$ cat config.mk
export PLATFORM = sky130hd
export DESIGN_NAME = ttw_mem_arb
export DESIGN_NICKNAME = d
export VERILOG_FILES = /design/src/rtl/ttw_mem_arb.sv
export SDC_FILE = /design/constraint.sdc
export NUM_CORES = 1
export LEC_CHECK = 0
export CAP_MARGIN = 20
export CORE_AREA = 2 2 515 517
export CTS_BUF_LIST = sky130_fd_sc_hd__clkbuf_4
export DETAILED_ROUTE_END_ITERATION = 10
export DIE_AREA = 0 0 517 519
export HOLD_SLACK_MARGIN = 0.06
export PLACE_DENSITY = 0.33
export SLEW_MARGIN = 30
export SYNTH_ARGS = -nofsm -noshare
export SYNTH_HDL_FRONTEND = slang
export SYNTH_SLANG_ARGS = --single-unit
export TNS_END_PERCENT = 50
$ cat constraint.sdc
create_clock -name clock -period 7.5 [get_ports clock]
set_clock_uncertainty 0.05 [all_clocks]
set_input_delay 2.25 -clock clock [delete_from_list [all_inputs] [get_ports clock]]
set_output_delay 2.25 -clock clock [all_outputs]
set_load 0.1 [all_outputs]
$ cat src/rtl/ttw_mem_arb.sv
// rtl/ttw_mem_arb.sv - round-robin table-walker memory port arbiter with tag-routed responses
module ttw_mem_arb #(
    parameter int N      = 4,
    parameter int IDX_W  = 2,
    parameter int MCN_W  = 58,
    parameter int DATA_W = 512
) (
    input  logic                 clock,
    input  logic                 reset,
    input  logic [N-1:0]         req_i_valid,
    output logic [N-1:0]         req_i_ready,
    input  logic [N*MCN_W-1:0]   req_i_mcn,
    output logic [N-1:0]         res_o_valid,
    output logic [DATA_W-1:0]    res_o_data,
    input  logic [N-1:0]         kill_i,
    output logic                 mem_req_o_valid,
    input  logic                 mem_req_o_ready,
    output logic [IDX_W-1:0]     mem_req_o_bits_idx,
    output logic [MCN_W-1:0]     mem_req_o_bits_mcn,
    input  logic                 mem_res_i_valid,
    output logic                 mem_res_i_ready,
    input  logic [IDX_W-1:0]     mem_res_i_bits_idx,
    input  logic [DATA_W-1:0]    mem_res_i_bits_data,
    output logic                 busy_o,
    output logic                 err_o
);

    logic [N-1:0]       pend_q, pend_d;
    logic [N-1:0]       kld_q, kld_d;
    logic [IDX_W-1:0]   rr_q;
    logic               rsp_rdy_q;
    logic               busy_q;
    logic               err_q;
    logic               req_vld_q;
    logic [IDX_W-1:0]   req_idx_q;
    logic [MCN_W-1:0]   req_mcn_q;
    logic [N-1:0]       res_vld_q;
    logic [DATA_W-1:0]  res_data_q;

    logic               slot_free;
    logic [N-1:0]       elig;
    logic               gnt_vld;
    logic [IDX_W-1:0]   gnt_idx;
    logic [IDX_W-1:0]   scan_idx;
    logic [N-1:0]       gnt_oh;
    logic               grant;
    logic               rsp_acc;
    logic               rsp_pend;
    logic               rsp_dlv;
    logic [N-1:0]       rsp_oh;

    // The slot may be reloaded in the same cycle its current request is taken.
    assign slot_free = !req_vld_q || mem_req_o_ready;
    assign elig      = req_i_valid & ~pend_q;

    // Scan offsets from highest to lowest so the first eligible at or after rr_q wins.
    always_comb begin
        gnt_vld  = 1'b0;
        gnt_idx  = '0;
        scan_idx = '0;
        for (int o = N - 1; o >= 0; o--) begin
            scan_idx = IDX_W'((int'(rr_q) + o) % N);
            if (elig[scan_idx]) begin
                gnt_vld = 1'b1;
                gnt_idx = scan_idx;
            end
        end
    end

    assign gnt_oh   = (gnt_vld && slot_free && !reset) ? ({{(N-1){1'b0}}, 1'b1} << gnt_idx) : '0;
    assign grant    = |gnt_oh;

    assign rsp_acc  = mem_res_i_valid && rsp_rdy_q;
    assign rsp_pend = pend_q[mem_res_i_bits_idx];
    assign rsp_oh   = {{(N-1){1'b0}}, 1'b1} << mem_res_i_bits_idx;
    assign rsp_dlv  = rsp_acc && rsp_pend && !kld_q[mem_res_i_bits_idx] && !kill_i[mem_res_i_bits_idx];

    // Pending/killed bookkeeping: kills only mark live requests, a response retires its tag,
    // and a grant never targets a pending tag so the set and clear cannot collide.
    always_comb begin
        pend_d = pend_q;
        kld_d  = kld_q | (kill_i & pend_q);
        if (rsp_acc && rsp_pend) begin
            pend_d = pend_d & ~rsp_oh;
            kld_d  = kld_d & ~rsp_oh;
        end
        pend_d = pend_d | gnt_oh;
    end

    // Registered slot, response delivery, round-robin pointer and status.
    always_ff @(posedge clock) begin
        if (reset) begin
            pend_q     <= '0;
            kld_q      <= '0;
            rr_q       <= '0;
            rsp_rdy_q  <= 1'b0;
            busy_q     <= 1'b0;
            err_q      <= 1'b0;
            req_vld_q  <= 1'b0;
            req_idx_q  <= '0;
            req_mcn_q  <= '0;
            res_vld_q  <= '0;
            res_data_q <= '0;
        end else begin
            pend_q    <= pend_d;
            kld_q     <= kld_d;
            rsp_rdy_q <= 1'b1;
            busy_q    <= |pend_d;
            if (rsp_acc && !rsp_pend) begin
                err_q <= 1'b1;
            end
            if (grant) begin
                req_vld_q <= 1'b1;
                req_idx_q <= gnt_idx;
                req_mcn_q <= req_i_mcn[gnt_idx*MCN_W +: MCN_W];
                rr_q      <= IDX_W'((int'(gnt_idx) + 1) % N);
            end else if (slot_free) begin
                req_vld_q <= 1'b0;
            end
            res_vld_q <= rsp_dlv ? rsp_oh : '0;
            if (rsp_dlv) begin
                res_data_q <= mem_res_i_bits_data;
            end
        end
    end

    assign req_i_ready        = gnt_oh;
    assign res_o_valid        = res_vld_q;
    assign res_o_data         = res_data_q;
    assign mem_req_o_valid    = req_vld_q;
    assign mem_req_o_bits_idx = req_idx_q;
    assign mem_req_o_bits_mcn = req_mcn_q;
    assign mem_res_i_ready    = rsp_rdy_q;
    assign busy_o             = busy_q;
    assign err_o              = err_q;

endmodule

==> metrics, run 1 <==
Overall Global Routing Usage=~13%; setup TNS=0 ps; EDFF count, synth=0; DR pass1 iterations=5; final worst-path cycle share=around 86%; setup bufs post-CTS=0; R2R setup slack=~4400 ps; Synth area leader=dfxtp_1; synthesized flop and latch total=590; Worst-path clk slew=about 50 ps; fin. max-slew vios=0; Detail Placement HPWL=144000 um; met1 Use GR=a little over an eighth; critical-path cell list=clkdlybuf4s50_1 -> nor2b_1 -> or4_4 -> and3_4 -> nand3b_1 -> inv_1 -> buf_4; share of post-route cells with drive strength above 1=15.1%; setup ws final=between 1000 and 1500 ps; CP bufs+invs=3; port bufs=around 1300; Async SR Flop Fraction=0%; GRT busiest layer=met2; number of buffers created by CTS=200; RePlAce Congestion=0.876; hold_sp=res_o_data[399]; endpoint class of the critical path=primary output; Yosys top cell area share=54.3%; die area=roughly 0.27 mm^2; Hold-fix buffers, CTS=0; P_leak=approximately 0.014 uW; number of global-route vias before repair=between 20000 and 30000; first-pass GRT wire length=approximately 230000 um; CP top delay family=simple AND/OR/NAND/NOR gates; clock latency on the worst-skew pair=roughly 1200 ps; crit start category=input port; TritonCTS Sinks=between 500 and 600; DRT antenna net count=0; Worst Hold Class=reg2reg; P&R area growth vs syn=86.2%; Synth Area in Compound Gates=around 15%; Die H=just over 500 um; Total Nets Final=approximately 4800; routed wire length=between 150000 and 200000 um; Crit Path Max Fanout=5; Reg2Reg Depth=6; Worst Hold Endpoint=res_o_data[399]; met2 Use GR=between 20 and 25%; largest family of logic cells by synthesized area=simple AND/OR/NAND/NOR gates; CORE AREA=0.263 mm^2; count of cell types in the netlist=43; measured slew at the worst slew-check pin=~1000 ps; Synth Area in XOR/XNOR=less than 1%; r2r endpoint=mem_req_o_bits_mcn[35]; CTS max path bufs=4; Worst Hold Depth=2; grt met3 use=about 8%; crit path max-delay cell type=or4_4; Initial Utilization=8.26%; largest net degree at the start of global routing=155; Ys Warns=0; Seq/Total Area, Yosys=between 50% and 60%; WS Path Type=in2out; Die X=517 um; Commonest cells post-synth=nand2_1 (1089), dfxtp_1 (590), a21oi_1 (521); remaining global-route overflow=0; # rows=189; Syn Inst Count=about 2700; MaxCap Viol Count=0; FF-to-FF Start=pend_q[2]; post_cts resized=0; Post-Synth Adder-Cell Area=0%; Synth Cell Area=between 0.02 and 0.025 mm^2; Fmax=approximately 150 MHz; Worst IR Drop VDD=roughly 0.00026 V; count leader, synth=nand2_1; initial DRC count=around 1100; power per cell area=between 200 and 250 mW/mm^2; Post-synth top flop=dfxtp_1; final number of hold-violating endpoints=0; slowest stage delay, CP=620 ps; vias post-DR=roughly 25000; syn_nets=approximately 3400; drc violations=0; CP required=~5200 ps; mux contribution to synthesized area=under 10%; post-synthesis simple-gate area fraction=around a fifth; status=completed; Avg Synthesized Cell Area=8.20 um^2; CTS root buf=clkbuf_4; IO Count=1342; Tmin final=between 6000 and 7000 ps; synth top area cells=dfxtp_1 (54%), nand2_1 (19%), a21oi_1 (12%), mux2i_1 (5.3%), buf_2 (2.5%); DR vias/cell=3.21; Worst slew margin=30.4%; CTS tree=built; pre-CTS setup slack=1060 ps; initial antenna violation count=63; crit path DAT=~4200 ps; drt wl/cell=between 20 and 25 um; # H-tree levels=4; RSZ-0062 raised after global routing=false; setup violators final=0
-- per-layer routing --
layer	part of all wire (%)	wire [um]	vias to the layer above
li1	-	-	11600
met1	37	65500	11600
met2	46	81600	1228
met3	14	25700	296
met4	2.6	4580	36
met5	0.13	223	-
-- state kept, by name (all words and copies together), names as in the netlist, 2 cells and up --
| name | cells |
|---|---|
| mem_req_o_bits_mcn | 58 |
| res_o_valid | 4 |
| rr_q | 2 |
| mem_req_o_bits_idx | 2 |
| res_o_data | 512 |
| pend_q | 4 |
| kld_q | 4 |
-- worst max path at each step --
stage | startpoint | endpoint | slack (ps) | depth (start not counted)
finish | req_i_valid[1] | req_i_ready[3] | 1040 | 7
CTS | req_i_valid[1] | req_i_ready[3] | 1050 | 7
global placement | req_i_valid[2] | req_i_ready[3] | 1010 | 7
floorplan | req_i_valid[2] | req_i_ready[1] | 750 | 5
global route | req_i_valid[3] | req_i_ready[3] | 970 | 7
detailed placement | req_i_valid[1] | req_i_ready[3] | 1060 | 7
-- power breakdown --
| part | total [uW] | switching (uW) | internal, uW |
|---|---|---|---|
| combinational | 2820 | 1950 | 869 |
| clock | 3550 | 1720 | 1830 |
| sequential | 3410 | 117 | 3300 |
| total | 9780 | 3790 | 5990 |
-- worst min-delay path: stages (launching register included) --
cell	delay, ps
dfxtp_1	300
nand2_1	50
a21oi_1	50
-- stage by stage --
step                      util (%)  cells  cell area [um^2]  total power [uW]  hold WS [ps]
after detailed placement      14.5   7352             38100              6340           392
after CTS                     15.4   7689             40600             10100           404
after global routing          15.4   7693             40500             10300           415
after floorplan                  -   2653             21800              5240           398
final                         15.4   7704             40500              9780           402
after global placement        14.7   7352             38600              6380           389
-- cells in the final DEF (no fill, tap or decap), drive strengths merged, types with 3 or more instances in the layout --
master	n
inv	8
nand2b	6
nand3	5
a311oi	3
diode	15
buf	298
clkbuf	295
dfxtp	590
o221ai	58
a21oi	522
clkdlybuf4s50	1071
clkinv	41
a211oi	5
nor4	3
mux2i	116
nand2	1090
nor3	3
nor2b	4
nor2	11
-- final cells by class --
cell class                      count  area [um^2]
Multi-Input combinational cell   1850         8920
Antenna cell                       15         37.5
Fill cell                       30300       223000
Tap cell                         3533         4420
Timing Repair Buffer             1373        12800
Inverter                            6         22.5
Clock buffer                      291         2180
Clock inverter                     46          264
Sequential cell                   590        11800
-- cell families (layout without fill, tap and decap cells) --
group | Yosys count | in the layout
DFF | 590 | 590
xor gates and xnor gates | 1 | 1
muxes | 117 | 117
AOI/OAI and AO/OA | 600 | 600
buffers and inverters | 213 | 1716
and+or+nand+nor | 1132 | 1132
other | 0 | 15
Note: power is estimated with default switching activity, not from simulation.
==> run 2: changes to the inputs <==
--- a/config.mk
+++ b/config.mk
@@ -5,13 +5,14 @@
 export SDC_FILE = /design/constraint.sdc
 export NUM_CORES = 1
 export LEC_CHECK = 0
+export ABC_CLOCK_PERIOD_IN_PS = 7500
 export CAP_MARGIN = 20
 export CORE_AREA = 2 2 515 517
 export CTS_BUF_LIST = sky130_fd_sc_hd__clkbuf_4
 export DETAILED_ROUTE_END_ITERATION = 10
 export DIE_AREA = 0 0 517 519
 export HOLD_SLACK_MARGIN = 0.06
-export PLACE_DENSITY = 0.33
+export PLACE_DENSITY_LB_ADDON = 0.1
 export SLEW_MARGIN = 30
 export SYNTH_ARGS = -nofsm -noshare
 export SYNTH_HDL_FRONTEND = slang
==> run 2 against run 1 <==
  * Clock power up 7.3%
  * Largest power group unchanged
  * Via count down 1.1%
  * Worst hold slack worse by 3.5 ps
  * Utilization about the same
  * Register-to-register slack worse by 180 ps
  * Final area down 0.29%
  * Sequential cell count unchanged
  * Setup slack worse by 370 ps
  * Clock-buffer cell count up 40
  * Non-clock buffer count up 13
  * Largest cell class unchanged
  * Die area unchanged
==> metrics, run 2 (same netlist as run 1, synthesis figures left out) <==
status=completed; WS Path Type=in2out; TritonCTS Sinks=590 (unchanged); Overall Global Routing Usage=11.6% (-1.0 points); CTS max path bufs=4 (unchanged); post_cts resized=0 (unchanged); setup TNS=0 ps (unchanged); multi-input logic area=0.00892 mm^2 (unchanged); Detail Placement HPWL=125000 um (-13%); first-pass GRT wire length=217000 um (-5.8%); grt met3 use=5.94% (-1.9 points); RSZ-0062 raised after global routing=false; Tmin final=6830 ps (+370 ps); crit start category=input port; fin. max-slew vios=0 (unchanged); final worst-path cycle share=91.0% (+4.9 points); clock latency on the worst-skew pair=1130 ps (-80 ps); crit path DAT=4530 ps (+370 ps); final number of hold-violating endpoints=0 (unchanged); port bufs=1341 (unchanged); switching share of power=37.9% (-0.82 points); R2R setup slack=4260 ps (-180 ps); Fmax=146 MHz (-5.4%); drt wl/cell=21.1 um (-8.6%); Worst IR Drop VDD=0.000195 V (-26%); CTS root buf=clkbuf_4; Die H=519 um (unchanged); most common cell after layout, fill and taps aside=nand2_1; critical-path cell list=clkdlybuf4s50_1 -> nor2b_1 -> a311oi_1 -> o2111ai_4 -> nand2b_1 -> inv_1 -> buf_12; GRT busiest layer=met2; number of buffers created by CTS=211 (+5.5%); routed wire length=163000 um (-8.3%); drc violations=0 (unchanged); Worst Setup SP=req_i_valid[2]; Worst slew margin=30.5% (+0.091 points); power per cell area=247 mW/mm^2 (+2.1%); r2r endpoint=mem_req_o_bits_mcn[51]; MaxCap Viol Count=0 (unchanged); crit path max-delay cell type=a311oi_1; Sw Pwr=3780 uW (-0.32%); RePlAce Congestion=0.762 (-13%); DR pass1 iterations=5 (unchanged); CP bufs+invs=3 (unchanged); DR vias/cell=3.17 (-1.4%); slowest stage delay, CP=590 ps (-30 ps); total power=9960 uW (+1.8%); remaining global-route overflow=0 (unchanged); WP depth=7 (unchanged); Worst Setup EP=req_i_ready[0]; CTS tree=built; # rows=189 (unchanged); share of post-route cells with drive strength above 1=16.5% (+1.4 points); number of global-route vias before repair=24900 (-0.69%); CP required=5200 ps (about the same); vias post-DR=24500 (-1.1%); P_leak=0.0144 uW (+1.7%); Fillers=30200 (-0.11%); CORE AREA=0.263 mm^2 (unchanged); P&R area growth vs syn=85.6%; met1 Use GR=12.8% (-0.61 points); setup bufs post-CTS=0 (unchanged); endpoint class of the critical path=primary output; Worst Hold Class=reg2reg; Hold-fix buffers, CTS=0 (unchanged); register area=0.0118 mm^2 (unchanged); Largest register FFs=512 (unchanged); # H-tree levels=4 (unchanged); Worst-path clk slew=60 ps (about the same); DRT antenna net count=0 (unchanged); measured slew at the worst slew-check pin=1040 ps (-1.36 ps); met2 Use GR=19.4% (-1.3 points); setup violators final=0 (unchanged); design internal power=6180 uW (+3.2%); Initial Utilization=8.26% (unchanged); die area=0.268 mm^2 (unchanged); initial DRC count=982 (-9.7%); CP top delay family=compound AO/OA/AOI/OAI gates; Crit Path Max Fanout=18 (+13); most frequent cells in the layout=nand2_1 (1089), clkdlybuf4s50_1 (1052), dfxtp_1 (590); Die X=517 um (unchanged); Reg2Reg Depth=7 (+1); sequential power share=34.2% (-0.7 points); part of the power in combinational logic=27.6% (-1.2 points); Total Nets Final=4803 (+0.50%); largest net degree at the start of global routing=140 (-9.7%); FF-to-FF Start=pend_q[2]; IO Count=1342 (unchanged); initial antenna violation count=74 (+17%); Clk network pwr share=38.3% (+2.0 points)
run 2: cell type report:
cell class	instances	area share (%)
clock buffer	331	6.15
timing repair buffer	1386	31.0
inverter	6	0.0558
clock inverter	26	0.415
multi-input combinational	1850	22.1
antenna	12	0.0743
sequential	590	29.2
tap	3533	10.9
run 2: metal layers:
layer	wire length (um)	vias up
met5	391	-
met4	3600	64
met3	19400	318
met2	76200	1170
met1	63300	11300
li1	-	11700
run 2: how the worst min path moves through the flow:
stage | start | end | slack, ps | cells after the start
2_1_floorplan | rr_q[0] | rr_q[0] | 400 | 2
3_3_place_gp | mem_req_o_bits_idx[1] | mem_req_o_bits_idx[1] | 380 | 2
3_5_place_dp | mem_req_o_bits_idx[1] | mem_req_o_bits_idx[1] | 390 | 2
4_1_cts | res_o_data[34] | res_o_data[34] | 400 | 2
5_1_grt | res_o_data[29] | res_o_data[29] | 420 | 2
6_report | res_o_data[269] | res_o_data[269] | 400 | 2
run 2: worst register-to-register path, cell delays in order, from the launching register on:
cell and delay [ps]:
dfxtp_1 400, nor2b_1 280, a211oi_1 170, o22ai_4 440, buf_4 580, buf_6 680, mux2i_1 410, o221ai_2 120
run 2: per-stage QoR:
| step | hold WS (ps) | cell area [um^2] | std cells | util [%] | setup slack, ps |
|---|---|---|---|---|---|
| after global placement | 382 | 39000 | 7364 | 14.8 | 594 |
| after detailed placement | 387 | 37800 | 7364 | 14.3 | 674 |
| final | 399 | 40400 | 7734 | 15.3 | 674 |
| after floorplan | 398 | 21800 | 2653 | - | 750 |
| after global routing | 416 | 40400 | 7723 | 15.3 | 516 |
| after CTS | 402 | 40400 | 7721 | 15.4 | 667 |
run 2: power groups by stage:
stage	Clock [uW]	Combinational, uW	Sequential, uW
global placement	0	2850	3480
global route	4250	2880	3420
floorplan	0	714	4520
CTS	4100	2810	3410
detailed placement	0	2800	3470
finish	3810	2750	3400
